==> config.mk <==
export PLATFORM = sky130hd
export DESIGN_NAME = uop_issue_queue
export DESIGN_NICKNAME = d
export VERILOG_FILES = /design/src/rtl/uop_issue_queue.sv
export SDC_FILE = /design/constraint.sdc
export NUM_CORES = 1
export LEC_CHECK = 0
export ABC_AREA = 0
export BUFFER_PORTS_ARGS = -buffer_cell sky130_fd_sc_hd__buf_2
export CAP_MARGIN = 20
export CORE_AREA = 2 2 132 166
export DETAILED_ROUTE_END_ITERATION = 10
export DIE_AREA = 0 0 134 168
export SKIP_CTS_REPAIR_TIMING = 1
export SLEW_MARGIN = 20
export SYNTH_ARGS = -nofsm -noshare
export SYNTH_HDL_FRONTEND = slang
export SYNTH_SLANG_ARGS = --single-unit
export TNS_END_PERCENT = 50
==> constraint.sdc <==
create_clock -name clk -period 8.5 [get_ports clk]
set_input_delay 0.425 -clock clk [delete_from_list [all_inputs] [get_ports clk]]
set_output_delay 0.425 -clock clk [all_outputs]
set_load 0.1 [all_outputs]
==> src/rtl/uop_issue_queue.sv <==
// Circular FIFO between the decoder and execute: takes 1-3 uop bundles and issues one uop per cycle.
// A bundle written on one edge is visible the following cycle; the decoder is held off while fewer than 3 slots are free.
module uop_issue_queue #(
  parameter int DEPTH = 8,
  parameter int PTR_W = 3
) (
  input  logic             clk,
  input  logic             a_rst,
  input  logic             flush,
  output logic             feed_req,
  input  logic             feed_ack,
  input  logic [15:0]      uop_0,
  input  logic [15:0]      uop_1,
  input  logic [15:0]      uop_2,
  input  logic [1:0]       uop_count,
  output logic             ex_valid,
  input  logic             ex_ready,
  output logic [15:0]      ex_uop,
  output logic             ex_last,
  output logic             sf_written,
  output logic [PTR_W:0]   occupancy
);

  localparam logic [PTR_W:0] DEPTH_V = (PTR_W+1)'(DEPTH);

  logic [PTR_W-1:0] wr_ptr;
  logic [PTR_W-1:0] rd_ptr;
  logic [16:0]      mem [DEPTH];
  logic [1:0]       n;
  logic [PTR_W:0]   free_cnt;
  logic [PTR_W:0]   n_ext;
  logic [PTR_W:0]   occ_next;
  logic             accept;
  logic             pop;

  // uop_count 11 is treated the same as 10: three uops.
  always_comb begin
    n = 2'd3;
    if (uop_count == 2'd0)      n = 2'd1;
    else if (uop_count == 2'd1) n = 2'd2;
  end

  assign free_cnt = DEPTH_V - occupancy;
  assign feed_req = (free_cnt >= (PTR_W+1)'(3)) & ~flush;
  assign accept   = feed_req & feed_ack;
  assign ex_valid = (occupancy != '0) & ~flush;
  assign pop      = ex_valid & ex_ready;
  assign ex_uop   = mem[rd_ptr][15:0];
  assign ex_last  = mem[rd_ptr][16];
  assign n_ext    = accept ? (PTR_W+1)'(n) : '0;
  assign occ_next = occupancy + n_ext - (PTR_W+1)'(pop);

  always_ff @(posedge clk or negedge a_rst) begin
    if (!a_rst) begin
      wr_ptr     <= '0;
      rd_ptr     <= '0;
      occupancy  <= '0;
      sf_written <= 1'b0;
    end else if (flush) begin
      rd_ptr     <= wr_ptr;
      occupancy  <= '0;
      sf_written <= 1'b0;
    end else begin
      if (accept) wr_ptr <= wr_ptr + PTR_W'(n);
      if (pop)    rd_ptr <= rd_ptr + PTR_W'(1);
      occupancy  <= occ_next;
      sf_written <= pop & ex_uop[8];
    end
  end

  // Oldest uop of the instruction goes first; only the final uop (uop_0) carries last.
  always_ff @(posedge clk) begin
    if (accept) begin
      case (n)
        2'd1: mem[wr_ptr] <= {1'b1, uop_0};
        2'd2: begin
          mem[wr_ptr]              <= {1'b0, uop_1};
          mem[wr_ptr + PTR_W'(1)]  <= {1'b1, uop_0};
        end
        default: begin
          mem[wr_ptr]              <= {1'b0, uop_2};
          mem[wr_ptr + PTR_W'(1)]  <= {1'b0, uop_1};
          mem[wr_ptr + PTR_W'(2)]  <= {1'b1, uop_0};
        end
      endcase
    end
  end

endmodule

==> results of run 1 <==
==> layout make-up <==
type                    count  area, um^2
clock buffers              19         433
clock inverters            11         139
fillers                  1917       10800
inverters                  13        48.8
multi-input cells         584        4540
flip-flops and latches    147        4280
well taps                 279         349
repair buffers             87         460
==> cell usage in the layout, fill, tap and decap left out, drive strengths merged, types with 16 or more instances in the layout <==
cell,n
a31oi,17
clkbuf,19
nand3,27
o221ai,32
buf,86
mux4,34
o22ai,70
a211oi,16
o21ai,40
a21oi,68
mux2,28
edfxtp,128
o22a,16
nor2,47
nand2,91
==> critical path, delay by kind of cell (launching register included) <==
kind / cells / cell delay [ns]
compound gates: 2 / 1.46
xor+xnor: 1 / 0.41
fa+ha+maj: 1 / 0.30
buf+inv: 1 / 0.49
flops: 1 / 0.34
simple gates: 1 / 0.18
==> routing by layer <==
| layer | routed length (um) | global-route usage | part of all wire |
|---|---|---|---|
| met5 | 0 | 0 | 0 |
| met4 | 1480 | 0.140 | 0.049 |
| met3 | 2620 | 0.0488 | 0.086 |
| met2 | 14400 | 0.439 | 0.47 |
| met1 | 11900 | 0.364 | 0.39 |
==> cell usage after synthesis, drive strengths merged (2+ instances only) <==
cell type / number
nor3b: 2
o22ai: 70
or3: 2
and3: 8
and2: 2
and4: 2
ha: 9
nand2b: 2
o32ai: 11
a21oi: 68
or2: 12
xor2: 2
dfrtp: 11
nand3b: 2
clkbuf: 27
mux4: 34
inv: 13
a211o: 3
nor3: 8
o221ai: 32
a31oi: 17
nand2: 91
nor2b: 6
nand3: 27
a211oi: 16
nor2: 47
o22a: 16
edfxtp: 128
xnor2: 5
fa: 2
a21o: 2
nand4: 3
buf: 55
mux2i: 5
o21ai: 40
mux2: 28
dfxtp: 8
==> cells by family after synthesis <==
kind of cell    after synthesis  share of synthesized area
flops                       147                      0.460
fa+ha+maj                    11                     0.0164
compound gates              280                      0.225
simple gates                219                      0.116
xor+xnor                      7                    0.00659
buf+inv                      95                     0.0547
mux                          67                      0.122
==> stage by stage <==
| stage | hold WS [ns] | setup WS, ns | cells | instance area, um^2 |
|---|---|---|---|---|
| 3_5_place_dp | 0.313 | 4.93 | 1109 | 9650 |
| 2_1_floorplan | 0.129 | 4.15 | 826 | 9310 |
| 5_1_grt | 0.332 | 4.75 | 1140 | 10300 |
| 4_1_cts | -0.139 | 4.94 | 1139 | 10200 |
| 6_report | 0.316 | 4.89 | 1140 | 10300 |
| 3_3_place_gp | 0.315 | 4.95 | 1109 | 9650 |
==> registers in the layout (all words and copies together) (netlist names) <==
signal	flops
occupancy	4
mem	136
sf_written	1
rd_ptr	3
wr_ptr	3
==> power by group through the flow <==
stage	Clock, uW	Combinational, uW	Sequential (uW)
floorplan	0	1500	1090
global placement	0	1840	1120
detailed placement	0	1850	1120
CTS	760	1860	1110
global route	788	1970	1130
finish	760	1860	1110
==> worst paths after layout <==
check / endpoint / cells after the start / slack, ns
worst max-delay path: mem[3][13] / 6 / 4.89
worst min-delay path: occupancy[3] / 2 / 0.32
worst max register to register: mem[3][13] / 6 / 4.89
worst min register to register: mem[2][16] / 1 / 0.47
max in group asynchronous: wr_ptr[0] / 2 / 7.88
min in group asynchronous: occupancy[0] / 2 / 0.40
==> flow_metrics.tcl, run 1 <==
set metrics [dict create \
    status "finished, final reports clean" \
    synth_top_cell_area_share 0.413 \
    final_util 0.486 \
    viasPerCell 6.67 \
    die_w_um 134 \
    max_cap_violations 0 \
    grt_pass1_vias 7429 \
    min_period_ns 3.61 \
    yosysTopAreaCell "edfxtp_1" \
    ant_nets 0 \
    r2r-start "wr_ptr[0]" \
    p_per_area_nw_per_um2 363 \
    antenna_found_initial 0 \
    synth-seq-area-share 0.460 \
    switching_share 0.470 \
    ys_seq_elements 147 \
    fp.coreArea_um2 21100 \
    max-vdd-ir-drop_mv 0.430 \
    drcViolationCount 0 \
    synth_flop_cell "edfxtp_1" \
    crit_path_start_kind "flop" \
    worst_slew_pin_slew_ns 1.15 \
    clockRootBuffer "clkbuf_16" \
    die_h_um 168 \
    crit_arrival_ns 3.62 \
    initial_core_util 0.441 \
    pin_count 79 \
    synth-warning-count 0 \
    drt_iter0_markers 987 \
    io_buffer_count 78 \
    synth_cell_types 63 \
    rsz0062_at_grt "no" \
    path_clk_slew_ns 0.06 \
    die_area_um2 22500 \
    nets 916 \
    power_uw 3730 \
    switchingPower_uw 1750 \
    relSlewSlack 0.236 \
    cp_slowest_cell "o21ai_2" \
    synth-async-reset-ratio 0.0748 \
    clkSinkCount 147 \
    grt_max_degree 52 \
    clockBufferDepth 2 \
    syn-cell-area_um2 9310 \
    firstDrtPassIters 5 \
    cts_buffers 17 \
    final_max_slew_viol_count 0 \
    finalHoldViolCount 0 \
    route.detailed.wl_per_inst_um 26.7 \
    grt_use_total 0.276 \
    syn-num-nets 892 \
    drive_gt1_frac 0.288 \
    cpMostUsedCell "o21ai_2" \
    dp_hpwl_um 18400 \
    required_ns 8.51 \
    clockPowerShare 0.204 \
    synthToLayoutAreaGrowth_pct 10.2 \
    crit_chain "buf_4 > ha_1 > xor2_1 > nor3_1 > o21ai_2 > o21ai_2" \
    finalSetupTns_ns 0 \
    worstSkewPairLatency_ns 0.42 \
    min_from "flush" \
    htreeDepth 4 \
    globalplace.congestion 0.863 \
    crit_fanout 51 \
    rows 60 \
    period_share 0.425 \
    worstSetupPathType "flop to flop" \
    hp-class "input pin to flop" \
    finClkSkew_ns 0.00737 \
    grt_pass1_wl_um 46000 \
    avgSynthCellArea_um2 11.3 \
    synth_edf_count 128 \
    cp-startpoint "wr_ptr[0]" \
    leakage_uw 0.00344 \
    setup_violations 0 \
    via_count 7603 \
    antennaDiodeCount 0 \
    cts_tree "done" \
    wirelength_um 30400 \
    overflow 0 \
    seqPwrFrac 0.297 \
    synthTopCellsByArea "edfxtp_1, mux4_2, o22ai_1" \
    fmax_ghz 0.277 \
    power_frac_comb 0.499 \
    slowest_delay_ns 0.88 \
    internal-power_uw 1980 \
    syn_inst 826 \
    end_kind "flop" \
]
No activity file was read; power rests on OpenSTA's default activity.
==> inputs of run 2 (changes only) <==
ABC_AREA = 1   (was 0)
CORE_AREA = 2 2 139 175   (was 2 2 132 166)
DIE_AREA = 0 0 141 177   (was 0 0 134 168)
clock period = 3.8 ns   (was 8.5 ns; I/O delays follow)
==> run 2 against run 1 <==
  * Combinational power rose to 2.5 times the previous value
  * Die area rose by 11%
  * Worst setup slack got worse by 4.0 ns
  * Wire length rose by 30%
  * Area after synthesis rose by 12%
  * Global-route usage rose by 4.6 points
  * Non-clock buffer count rose by 35
  * Final cell count rose by 56%
  * Clock power rose by 140%
  * First-iteration DRC count rose by 32%
  * Core utilization rose by 1.2 points
  * Critical endpoint is now ex_last
  * Largest power group unchanged
  * Highest routed layer unchanged
==> flow_metrics.tcl, run 2 <==
set metrics [dict create \
    die_area_um2 25000 \
    synth_cell_types 34 \
    ant_nets 0 \
    crit_path_start_kind "flop" \
    avgSynthCellArea_um2 7.20 \
    final_util 0.498 \
    stdcell_area_um2 11600 \
    final_max_slew_viol_count 0 \
    grt_use_total 0.323 \
    yosysTopAreaCell "edfxtp_1" \
    cts_buffers 17 \
    route.detailed.wl_per_inst_um 22.3 \
    synthToLayoutAreaGrowth_pct 12.1 \
    synth-warning-count 0 \
    setup_violations 0 \
    cts_tree "done" \
    die_w_um 141 \
    timing.critical_path.buf_inv 3 \
    antenna_found_initial 0 \
    grt_pass1_vias 10300 \
    finClkSkew_ns 0.00960 \
    fp.coreArea_um2 23400 \
    holdWs_ns 0.0345 \
    worst_slew_pin_slew_ns 0.772 \
    clockRootBuffer "clkbuf_16" \
    synthTopCellsByCount "nand2_1, nand4_1, nor2_1" \
    htreeDepth 4 \
    crit_fanout 20 \
    path_clk_slew_ns 0.07 \
    syn-num-nets 1508 \
    syn_inst 1442 \
    max_cap_violations 0 \
    cp_slowest_cell "clkinv_1" \
    ys_seq_elements 147 \
    die_h_um 177 \
    required_ns 3.61 \
    synth-seq-area-share 0.412 \
    synth_top_cell_area_share 0.370 \
    crit_arrival_ns 2.69 \
    worstSetupPathType "flop to output port" \
    syn-cell-area_um2 10400 \
    end_kind "output port" \
    status "finished, final reports clean" \
    finalSetupTns_ns 0 \
    fmax_ghz 0.347 \
    rsz0062_at_grt "no" \
    io_buffer_count 78 \
    setup_ws_ns 0.919 \
    firstDrtPassIters 6 \
    synthTopCellsByArea "edfxtp_1, nand2_1, nand4_1" \
    top_register "mem" \
    grt_max_degree 40 \
    synth_edf_count 128 \
    dp_slack_ns 1.00 \
    period_share 0.758 \
    worstSkewPairLatency_ns 0.44 \
    rows 63 \
    crit_chain "clkinv_1 > buf_4 > a31oi_1 > buf_2" \
    fillCellCount 2341 \
    drcViolationCount 0 \
    dp_hpwl_um 25200 \
    drt_iter0_markers 1298 \
    max-vdd-ir-drop_mv 0.520 \
    wirelength_um 39700 \
    drive_gt1_frac 0.136 \
    critical-path-top-delay-family "buffers and inverters" \
    finalHoldViolCount 0 \
    synth-async-reset-ratio 0.0748 \
    clkSinkCount 147 \
    pin_count 79 \
    clockBufferDepth 2 \
    hp-class "input pin to flop" \
    overflow 0 \
    min_period_ns 2.88 \
    relSlewSlack 0.485 \
    viasPerCell 6.16 \
    grt_pass1_wl_um 60500 \
    slowest_delay_ns 0.54 \
    via_count 11000 \
    reg_top3 "mem: 136 flops, occupancy: 4 flops" \
    initial_core_util 0.444 \
    final_cell_mix "nand2_1, nand4_1, nor2_1, a21oi_1, edfxtp_1" \
    placedInstanceArea_um2 11000 \
    nets 1542 \
    largest_reg_flops 136 \
    layout_commonest_cell "nand2_1" \
    p_per_area_nw_per_um2 764 \
    globalplace.congestion 0.908 \
    yosysMostFrequentCell "nand2_1" \
    synth_flop_cell "edfxtp_1" \
    leakage_uw 0.00507 \
]
==> run 2: cell count changes in the layout (fill, tap and decap cells not counted), moves of 52 or more <==
cell	before	now
nand2_1	84	456
a21oi_1	68	142
nor2_1	47	149
o22ai_1	70	18
o21ai_0	15	76
nand4_1	1	176
==> run 2: where the power goes <==
part	internal [uW]	switching, uW	total [uW]
sequential	2220	151	2370
combinational	1050	3680	4730
clock	1100	699	1800
==> run 2: routing by layer <==
metal | vias up | share of wire | GRT usage
met1 | 5107 | 0.40 | 0.436
li1 | 5075 | - | -
met4 | 0 | 0.037 | 0.127
met3 | 114 | 0.11 | 0.0622
met2 | 689 | 0.45 | 0.514
met5 | - | 0 | 0
==> run 2: area by class of cell <==
class                   instances  area, um^2  area share
clock buffers                  19         433      0.0372
clock inverters                13         185      0.0159
flip-flops and latches        147        4280       0.367
repair buffers                122         748      0.0642
diodes                          1        2.50    0.000215
inverters                      69         259      0.0222
multi-input cells            1119        5380       0.461
well taps                     292         365      0.0314
==> run 2: logic make-up (layout without fill, tap and decap cells) <==
family,Yosys count,in the layout,share of synthesized area
AND/OR/NAND/NOR,846,846,0.368
AO/OA/AOI/OAI,260,260,0.130
XOR/XNOR,2,2,0.00169
flip-flops,147,147,0.412
adder cells (fa/ha/maj),11,11,0.0147
other,0,1,0
buffers and inverters,176,223,0.0731
==> run 2: per-stage QoR <==
stage | total power (uW) | instances
2_1_floorplan | 5880 | 1442
3_3_place_gp | 7040 | 1748
3_5_place_dp | 7090 | 1748
4_1_cts | 8860 | 1780
5_1_grt | 9370 | 1781
6_report | 8900 | 1782
==> run 2: path summary, 6_finish.rpt <==
| path | from | end | slack, ns | depth (start not counted) |
|---|---|---|---|---|
| worst max register to register | occupancy[3] | mem[4][10] | 0.96 | 12 |
| worst min-delay path | flush | occupancy[0] | 0.03 | 2 |
| min in group asynchronous | a_rst | sf_written | 0.15 | 2 |
| worst min register to register | mem[5][16] | mem[5][16] | 0.47 | 2 |
| max in group asynchronous | a_rst | rd_ptr[0] | 3.42 | 2 |
| worst max-delay path | rd_ptr[2] | ex_last | 0.92 | 4 |
